[src/rtl/lrn_mapper_pkg.sv]
// rtl/lrn_mapper_pkg.sv - shared state, width and index-bundle types for the LRN address mapper
package lrn_mapper_pkg;

  localparam int LRN_N_WIDTH        = 2;
  localparam int LRN_M_WIDTH        = 10;
  localparam int LRN_E_WIDTH        = 6;
  localparam int LRN_F_WIDTH        = 6;
  localparam int LRN_V_WIDTH        = 2;
  localparam int LRN_ADDR_BUS_WIDTH = 20;

  typedef enum logic [1:0] {
    ST_IDLE  = 2'd0,
    ST_RUN   = 2'd1,
    ST_DRAIN = 2'd2,
    ST_DONE  = 2'd3
  } state_t;

  typedef logic [LRN_ADDR_BUS_WIDTH-1:0] addr_t;

  typedef struct packed {
    logic [LRN_N_WIDTH-1:0] i4;
    logic [LRN_M_WIDTH-1:0] i3;
    logic [LRN_E_WIDTH-1:0] i2;
    logic [LRN_F_WIDTH-1:0] i1;
  } idx_t;

endpackage

[src/rtl/lrn_idx_counter.sv]
// rtl/lrn_idx_counter.sv - 4-level nested wrap counter over captured dims
// i4 (batch) is the fastest index and i1 the slowest; o_last flags the final element.
module lrn_idx_counter
  import lrn_mapper_pkg::*;
#(
  parameter int N_WIDTH = LRN_N_WIDTH,
  parameter int M_WIDTH = LRN_M_WIDTH,
  parameter int E_WIDTH = LRN_E_WIDTH,
  parameter int F_WIDTH = LRN_F_WIDTH
) (
  input  logic               core_clk,
  input  logic               reset,
  input  logic               i_clear,
  input  logic               i_en,
  input  logic [F_WIDTH-1:0] i_d1,
  input  logic [E_WIDTH-1:0] i_d2,
  input  logic [M_WIDTH-1:0] i_d3,
  input  logic [N_WIDTH-1:0] i_d4,
  output logic [F_WIDTH-1:0] o_i1,
  output logic [E_WIDTH-1:0] o_i2,
  output logic [M_WIDTH-1:0] o_i3,
  output logic [N_WIDTH-1:0] o_i4,
  output logic               o_last
);

  logic w_wrap1, w_wrap2, w_wrap3, w_wrap4;

  assign w_wrap1 = (o_i1 == i_d1 - F_WIDTH'(1));
  assign w_wrap2 = (o_i2 == i_d2 - E_WIDTH'(1));
  assign w_wrap3 = (o_i3 == i_d3 - M_WIDTH'(1));
  assign w_wrap4 = (o_i4 == i_d4 - N_WIDTH'(1));
  assign o_last  = w_wrap1 & w_wrap2 & w_wrap3 & w_wrap4;

  always_ff @(posedge core_clk or posedge reset) begin
    if (reset) begin
      o_i1 <= '0;
      o_i2 <= '0;
      o_i3 <= '0;
      o_i4 <= '0;
    end else if (i_clear) begin
      o_i1 <= '0;
      o_i2 <= '0;
      o_i3 <= '0;
      o_i4 <= '0;
    end else if (i_en) begin
      if (w_wrap4) begin
        o_i4 <= '0;
        if (w_wrap3) begin
          o_i3 <= '0;
          if (w_wrap2) begin
            o_i2 <= '0;
            o_i1 <= w_wrap1 ? '0 : o_i1 + F_WIDTH'(1);
          end else begin
            o_i2 <= o_i2 + E_WIDTH'(1);
          end
        end else begin
          o_i3 <= o_i3 + M_WIDTH'(1);
        end
      end else begin
        o_i4 <= o_i4 + N_WIDTH'(1);
      end
    end
  end

endmodule

[src/rtl/lrn_addr_mapper_mc.sv]
// rtl/lrn_addr_mapper_mc.sv - decoupled read/write address sequencer for LRN with credit linking
// Optional stall_cycles counter enabled by defining MAPPER_STALL_CNT_EN.
module lrn_addr_mapper_mc
  import lrn_mapper_pkg::*;
#(
  parameter int N_WIDTH         = LRN_N_WIDTH,
  parameter int M_WIDTH         = LRN_M_WIDTH,
  parameter int E_WIDTH         = LRN_E_WIDTH,
  parameter int F_WIDTH         = LRN_F_WIDTH,
  parameter int V_WIDTH         = LRN_V_WIDTH,
  parameter int ADDR_BUS_WIDTH  = LRN_ADDR_BUS_WIDTH,
  parameter int MAX_OUTSTANDING = 8,
  parameter int CNT_WIDTH       = 24
) (
  input  logic                      core_clk,
  input  logic                      reset,
  input  logic                      start,
  input  logic [N_WIDTH-1:0]        dim4,
  input  logic [M_WIDTH-1:0]        dim3,
  input  logic [E_WIDTH-1:0]        dim2,
  input  logic [F_WIDTH-1:0]        dim1,
  input  logic [V_WIDTH-1:0]        padding_num,
  input  logic [ADDR_BUS_WIDTH-1:0] rd_base,
  input  logic [ADDR_BUS_WIDTH-1:0] wr_base,
  input  logic                      r_ready,
  input  logic                      div_out_valid,
  output logic [ADDR_BUS_WIDTH-1:0] r_addr,
  output logic                      r_enable,
  output logic [ADDR_BUS_WIDTH-1:0] w_addr,
  output logic                      w_enable,
  output logic                      busy,
  output logic                      normalized_layer,
  output logic                      err
`ifdef MAPPER_STALL_CNT_EN
  ,
  output logic [CNT_WIDTH-1:0]      stall_cycles
`endif
);

  localparam int AW  = ADDR_BUS_WIDTH;
  localparam int OW  = $clog2(MAX_OUTSTANDING + 1);
  localparam int FW1 = F_WIDTH + 1;
  localparam int EW1 = E_WIDTH + 1;

  if (MAX_OUTSTANDING < 1) begin : g_bad_max_outstanding
    $error("MAX_OUTSTANDING must be at least 1");
  end
  if (CNT_WIDTH < N_WIDTH + M_WIDTH + E_WIDTH + F_WIDTH) begin : g_bad_cnt_width
    $error("CNT_WIDTH too narrow for the element count");
  end

  state_t              r_state;
  logic [N_WIDTH-1:0]  r_d4;
  logic [M_WIDTH-1:0]  r_d3;
  logic [E_WIDTH-1:0]  r_d2;
  logic [F_WIDTH-1:0]  r_d1;
  logic [V_WIDTH-1:0]  r_pad;
  logic [AW-1:0]       r_rd_base, r_wr_base;
  logic [OW-1:0]       r_outstanding;

  logic w_accept, w_zero_dim, w_credit_ok, w_rd_issue, w_wr_issue;
  logic w_rd_last, w_wr_last;
  logic [F_WIDTH-1:0] w_i1, w_j1;
  logic [E_WIDTH-1:0] w_i2, w_j2;
  logic [M_WIDTH-1:0] w_i3, w_j3;
  logic [N_WIDTH-1:0] w_i4, w_j4;
  logic [FW1-1:0]     w_pd1;
  logic [EW1-1:0]     w_pd2;
  logic [AW-1:0]      w_rd_off, w_wr_off;

  assign w_accept    = start && (r_state == ST_IDLE);
  assign w_zero_dim  = (dim4 == '0) || (dim3 == '0) || (dim2 == '0) || (dim1 == '0);
  assign w_credit_ok = (r_outstanding < OW'(MAX_OUTSTANDING));
  assign w_rd_issue  = (r_state == ST_RUN) && r_ready && w_credit_ok;
  assign w_wr_issue  = div_out_valid && (r_outstanding != '0) &&
                       ((r_state == ST_RUN) || (r_state == ST_DRAIN));
  assign busy        = (r_state == ST_RUN) || (r_state == ST_DRAIN);

  lrn_idx_counter #(
    .N_WIDTH(N_WIDTH), .M_WIDTH(M_WIDTH), .E_WIDTH(E_WIDTH), .F_WIDTH(F_WIDTH)
  ) u_rd_idx (
    .core_clk(core_clk), .reset(reset), .i_clear(w_accept), .i_en(w_rd_issue),
    .i_d1(r_d1), .i_d2(r_d2), .i_d3(r_d3), .i_d4(r_d4),
    .o_i1(w_i1), .o_i2(w_i2), .o_i3(w_i3), .o_i4(w_i4), .o_last(w_rd_last)
  );

  lrn_idx_counter #(
    .N_WIDTH(N_WIDTH), .M_WIDTH(M_WIDTH), .E_WIDTH(E_WIDTH), .F_WIDTH(F_WIDTH)
  ) u_wr_idx (
    .core_clk(core_clk), .reset(reset), .i_clear(w_accept), .i_en(w_wr_issue),
    .i_d1(r_d1), .i_d2(r_d2), .i_d3(r_d3), .i_d4(r_d4),
    .o_i1(w_j1), .o_i2(w_j2), .o_i3(w_j3), .o_i4(w_j4), .o_last(w_wr_last)
  );

  // Padded plane extents are formed one bit wider so d+2p cannot overflow before the multiply.
  assign w_pd1 = {1'b0, r_d1} + FW1'({r_pad, 1'b0});
  assign w_pd2 = {1'b0, r_d2} + EW1'({r_pad, 1'b0});

  assign w_rd_off = AW'(w_i1) + AW'(r_d1) * (AW'(w_i2) + AW'(r_d2) *
                    (AW'(w_i3) + AW'(r_d3) * AW'(w_i4)));
  assign w_wr_off = AW'(w_j1) + AW'(r_pad) + AW'(w_pd1) * (AW'(w_j2) + AW'(r_pad) +
                    AW'(w_pd2) * (AW'(w_j3) + AW'(r_d3) * AW'(w_j4)));

  always_ff @(posedge core_clk or posedge reset) begin
    if (reset) begin
      r_state          <= ST_IDLE;
      r_d4             <= '0;
      r_d3             <= '0;
      r_d2             <= '0;
      r_d1             <= '0;
      r_pad            <= '0;
      r_rd_base        <= '0;
      r_wr_base        <= '0;
      r_outstanding    <= '0;
      r_addr           <= '0;
      r_enable         <= 1'b0;
      w_addr           <= '0;
      w_enable         <= 1'b0;
      normalized_layer <= 1'b0;
      err              <= 1'b0;
    end else begin
      r_enable         <= w_rd_issue;
      w_enable         <= w_wr_issue;
      normalized_layer <= (r_state == ST_DONE);
      if (w_rd_issue) r_addr <= r_rd_base + w_rd_off;
      if (w_wr_issue) w_addr <= r_wr_base + w_wr_off;

      // A stray result in the same cycle as an accepted start still counts as an error.
      if (w_accept) err <= 1'b0;
      if (div_out_valid && !w_wr_issue) err <= 1'b1;

      case ({w_rd_issue, w_wr_issue})
        2'b10:   r_outstanding <= r_outstanding + OW'(1);
        2'b01:   r_outstanding <= r_outstanding - OW'(1);
        default: r_outstanding <= r_outstanding;
      endcase

      case (r_state)
        ST_IDLE: begin
          if (start) begin
            r_d4      <= dim4;
            r_d3      <= dim3;
            r_d2      <= dim2;
            r_d1      <= dim1;
            r_pad     <= padding_num;
            r_rd_base <= rd_base;
            r_wr_base <= wr_base;
            r_state   <= w_zero_dim ? ST_DONE : ST_RUN;
          end
        end
        ST_RUN:   if (w_rd_issue && w_rd_last) r_state <= ST_DRAIN;
        ST_DRAIN: if (w_wr_issue && w_wr_last) r_state <= ST_DONE;
        ST_DONE:  r_state <= ST_IDLE;
        default:  r_state <= ST_IDLE;
      endcase
    end
  end

`ifdef MAPPER_STALL_CNT_EN
  logic [CNT_WIDTH-1:0] r_stall;

  always_ff @(posedge core_clk or posedge reset) begin
    if (reset) begin
      r_stall <= '0;
    end else if (w_accept) begin
      r_stall <= '0;
    end else if ((r_state == ST_RUN) && !w_rd_issue && (r_stall != '1)) begin
      r_stall <= r_stall + CNT_WIDTH'(1);
    end
  end

  assign stall_cycles = r_stall;
`endif

endmodule
[config.mk]
export PLATFORM = sky130hd
export DESIGN_NAME = lrn_addr_mapper_mc
export DESIGN_NICKNAME = d
export VERILOG_FILES = /design/src/rtl/lrn_mapper_pkg.sv /design/src/rtl/lrn_idx_counter.sv /design/src/rtl/lrn_addr_mapper_mc.sv
export SDC_FILE = /design/constraint.sdc
export NUM_CORES = 1
export LEC_CHECK = 0
export ABC_AREA = 1
export CELL_PAD_IN_SITES_DETAIL_PLACEMENT = 0
export CELL_PAD_IN_SITES_GLOBAL_PLACEMENT = 1
export CORE_MARGIN = 2
export CORE_UTILIZATION = 50
export CTS_BUF_LIST = sky130_fd_sc_hd__clkbuf_8
export CTS_CLUSTER_SIZE = 14
export DETAILED_ROUTE_END_ITERATION = 12
export PLACE_DENSITY_LB_ADDON = 0.1
export SLEW_MARGIN = 30
export SYNTH_ARGS = -nofsm -noshare
export SYNTH_HDL_FRONTEND = slang
export SYNTH_SLANG_ARGS = --single-unit
[constraint.sdc]
create_clock -name core_clk -period 27.6 [get_ports core_clk]
set_clock_uncertainty 0.15 [all_clocks]
set_input_delay 5.52 -clock core_clk [delete_from_list [all_inputs] [get_ports core_clk]]
set_output_delay 5.52 -clock core_clk [all_outputs]
set_load 0.1 [all_outputs]
==> results.sh <==
export IMPL_syn_instance_count=3080
export IMPL_detailroute_via_count=19410
export IMPL_routed_wirelength_mm=60.29
export IMPL_core_area_mm2=0.04646
export IMPL_fin_tns_setup_ps=0
export IMPL_final_core_utilization=0.5528
export IMPL_crit_path_start_kind="register"
export IMPL_cts_buffers=17
export IMPL_place_worst_setup_slack_ps=16650
export IMPL_nets=3756
export IMPL_io_pins=116
export IMPL_cts_setup_buffers=0
export IMPL_critical_path_top_cell_by_count="sky130_fd_sc_hd__fa_1"
export IMPL_routed_wl_per_cell_um=15.94
export IMPL_chipWidth_um=220.8
export IMPL_global_route_usage_total=0.2663
export IMPL_worst_skew_pair_late_latency_ps=570
export IMPL_relSlewSlack=0.3378
export IMPL_achievable_frequency_mhz=91.26
export IMPL_setup_worst_path_class="reg -> reg"
export IMPL_post_cts_resized_instances=0
export IMPL_place_hpwl_mm=49.82
export IMPL_number_of_global_route_vias_before_repair=20440
export IMPL_fillCellCount=4518
export IMPL_initial_core_util=0.5058
export IMPL_postCtsHoldBufs=0
export IMPL_route_detailed_drc=0
export IMPL_yosysWarningCount=0
export IMPL_layout_cells_most_common="sky130_fd_sc_hd__nand2_1"
export IMPL_avgViaCountPerCell=5.132
export IMPL_syn_area_mm2=0.02350
export IMPL_async_flop_share=1.000
export IMPL_finalWorstSetupSlack_ps=16640
export IMPL_die_h_um=220.8
export IMPL_synth_enable_flop_cells=0
export IMPL_grt_first_pass_wirelength_mm=101.5
export IMPL_maximum_single_stage_delay_on_the_critical_path_ps=640
export IMPL_r2r_end="r_addr[18]"
export IMPL_clk_path_buf_depth=2
export IMPL_numClockSinks=164
export IMPL_worstPathRequired_ps=27900
export IMPL_grt_antenna_before_repair=1
export IMPL_worst_r2r_path_depth=41
export IMPL_critPathMaxFanout=13
export IMPL_final_max_slew_viol_count=0
export IMPL_setup_repair_after_global_routing_missed_its_margin="no"
export IMPL_min_period_over_period=0.3970
export IMPL_whs_endpoint="r_wr_base[15]"
export IMPL_placementRows=79
export IMPL_number_of_buffer_cells_added_on_primary_ports=115
export IMPL_critical_path_slowest_cell="sky130_fd_sc_hd__dfrtp_1"
export IMPL_syn_avg_cell_area_um2=7.629
export IMPL_critical_path_top_delay_family="adder cells"
export IMPL_timing_critical_path_to_type="register"
export IMPL_layout_area_overhead_vs_synth_pct=9.286
export IMPL_setup_viol=0
export IMPL_drtIter0Drc=1092
export IMPL_fp_dieArea_mm2=0.04875
export IMPL_final_antenna_net_count=0
export IMPL_htree_levels=4
export IMPL_cts_root_buffer="sky130_fd_sc_hd__clkbuf_8"
export IMPL_ys_ff_latch=164
export IMPL_place_detailed_instances=3749
export IMPL_yosys_most_used_dff="sky130_fd_sc_hd__dfrtp_1"
export IMPL_worstReg2RegStart="u_rd_idx.o_i4[0]"
export IMPL_post_synth_num_cell_types=49
export IMPL_final_cell_count_no_fill=3781
export IMPL_synth_yosys_seq_area_share=0.1746
export IMPL_timing_critical_path_buf_inv=5
export IMPL_timing_final_hold_violations=0
export IMPL_clk_transition_reported_paths_ps=100
export IMPL_globalplace_congestion=0.8812
export IMPL_diodes=0
export IMPL_mostFrequentLayoutCells="sky130_fd_sc_hd__nand2_1, sky130_fd_sc_hd__inv_1, sky130_fd_sc_hd__nor2_1"
export IMPL_min_from="r_wr_base[15]"
export IMPL_hold_class="reg -> reg"
export IMPL_synth_net_count=3675
export IMPL_clock_tree_from_tritoncts="built"
export IMPL_maxCapViolations=0
export IMPL_worstHoldPathCells=2
export IMPL_tightestPinTransition_ps=990.1
export IMPL_detail_route_first_pass_iterations=8
export IMPL_global_route_overflow=0
export IMPL_r2r_setup_slack_ps=16640
export IMPL_worst_endpoint_arrival_ps=11260
export IMPL_finalCriticalPeriod_ps=10960
export IMPL_grt_max_degree=98
export IMPL_outcome="complete, no violations"
export IMPL_drive_above_1_share=0.03245
area by class of cell:
| cell class | instances | area (µm²) | share of cell area |
|---|---|---|---|
| well taps | 607 | 759.5 | 0.02957 |
| flip-flops and latches | 164 | 4104 | 0.1598 |
| inverters | 661 | 2489 | 0.09691 |
| clock inverters | 13 | 196.4 | 0.007649 |
| clock buffers | 19 | 261.5 | 0.01018 |
| multi-input cells | 2190 | 16620 | 0.6473 |
| repair buffers | 127 | 1249 | 0.04862 |
worst max-delay path by stage:
stage	from	to	slack [ps]	cells past startpoint
2_1_floorplan	reset	err	17500	1
3_3_place_gp	u_rd_idx.o_i4[0]	r_addr[18]	16780	41
3_5_place_dp	u_rd_idx.o_i4[0]	r_addr[18]	16650	41
4_1_cts	u_rd_idx.o_i4[0]	r_addr[18]	16590	41
5_1_grt	u_rd_idx.o_i4[0]	r_addr[19]	15840	47
6_report	u_rd_idx.o_i4[0]	r_addr[18]	16640	41
worst min-delay path: stages, from the launching register on:
cell	delay (ps)
sky130_fd_sc_hd__dfrtp_1	370
sky130_fd_sc_hd__nand2_1	50
sky130_fd_sc_hd__nand2_1	50
flip-flops by register name, indices dropped and copies added, names as in the netlist, 2 cells and up:
register       cells
r_d1               6
r_wr_base         20
u_wr_idx.o_i3     10
u_wr_idx.o_i4      2
r_rd_base         20
u_rd_idx.o_i1      6
w_addr            20
u_rd_idx.o_i3     10
u_rd_idx.o_i4      2
r_addr            20
u_wr_idx.o_i2      6
r_d4               2
r_pad              2
r_d3              10
r_outstanding      4
r_state            2
r_d2               6
u_wr_idx.o_i1      6
u_rd_idx.o_i2      6
cell families after synthesis:
logic type / synth area share
adders and majority gates: 0.3761
xor gates and xnor gates: 0.04574
AOI/OAI and AO/OA: 0.06081
and+or+nand+nor: 0.2243
buffers and inverters: 0.1184
DFF: 0.1746
stage by stage:
step	cell area, µm²	hold slack (ps)
finish	25680	347.6
floorplan	23500	287.5
global placement	25210	306.4
global route	25680	365.5
detailed placement	25210	322.4
CTS	25660	339.6
synth_stat cells, types with 2 or more instances:
cell                          n  area share
sky130_fd_sc_hd__o21ai_1      7      0.0015
sky130_fd_sc_hd__nor3b_1      4      0.0013
sky130_fd_sc_hd__xor2_2       2      0.0014
sky130_fd_sc_hd__nand3_1     98       0.021
sky130_fd_sc_hd__nor4_1       9      0.0024
sky130_fd_sc_hd__buf_2        6      0.0013
sky130_fd_sc_hd__inv_2        7      0.0011
sky130_fd_sc_hd__clkinv_1     3     0.00048
sky130_fd_sc_hd__a21o_1       5      0.0016
sky130_fd_sc_hd__xnor2_1     22      0.0082
sky130_fd_sc_hd__xor2_1      97       0.036
sky130_fd_sc_hd__o2111ai_1    3      0.0011
sky130_fd_sc_hd__nor2_1     316       0.050
sky130_fd_sc_hd__nand4_2      2      0.0011
sky130_fd_sc_hd__inv_1      651        0.10
sky130_fd_sc_hd__nor3_2       3      0.0013
sky130_fd_sc_hd__nand4_1     20      0.0053
sky130_fd_sc_hd__o31ai_1      6      0.0019
sky130_fd_sc_hd__nor2_2       8      0.0021
sky130_fd_sc_hd__and3_1       2     0.00053
sky130_fd_sc_hd__o21a_1       2     0.00064
sky130_fd_sc_hd__a31oi_1     10      0.0027
sky130_fd_sc_hd__o21ai_0    102       0.022
sky130_fd_sc_hd__or2_2       16      0.0043
sky130_fd_sc_hd__o21ai_2      6      0.0022
sky130_fd_sc_hd__o21bai_1     8      0.0026
sky130_fd_sc_hd__o22ai_1     13      0.0035
sky130_fd_sc_hd__ha_1       220        0.12
sky130_fd_sc_hd__nand2_1    763        0.12
sky130_fd_sc_hd__fa_1       304        0.26
sky130_fd_sc_hd__nand2_2      6      0.0016
sky130_fd_sc_hd__dfrtp_1    164        0.17
sky130_fd_sc_hd__buf_1        3     0.00048
sky130_fd_sc_hd__nor3_1      16      0.0034
sky130_fd_sc_hd__buf_6        3      0.0014
sky130_fd_sc_hd__a21oi_1     94       0.020
sky130_fd_sc_hd__nand3b_1    13      0.0042
sky130_fd_sc_hd__nor2_4       4      0.0019
sky130_fd_sc_hd__buf_4        3     0.00096
sky130_fd_sc_hd__and2_1       2     0.00053
sky130_fd_sc_hd__clkbuf_1    49      0.0078
metal layers:
layer,GRT usage,share of wire,up-vias
li1,-,-,9458
met1,0.3391,0.44,9511
met2,0.4738,0.50,358
met3,0.03381,0.036,78
met4,0.07711,0.024,0
met5,0,0,-
Power is not shown: default switching activity piles up to over one toggle a cycle in this logic, so the estimate is an artifact.
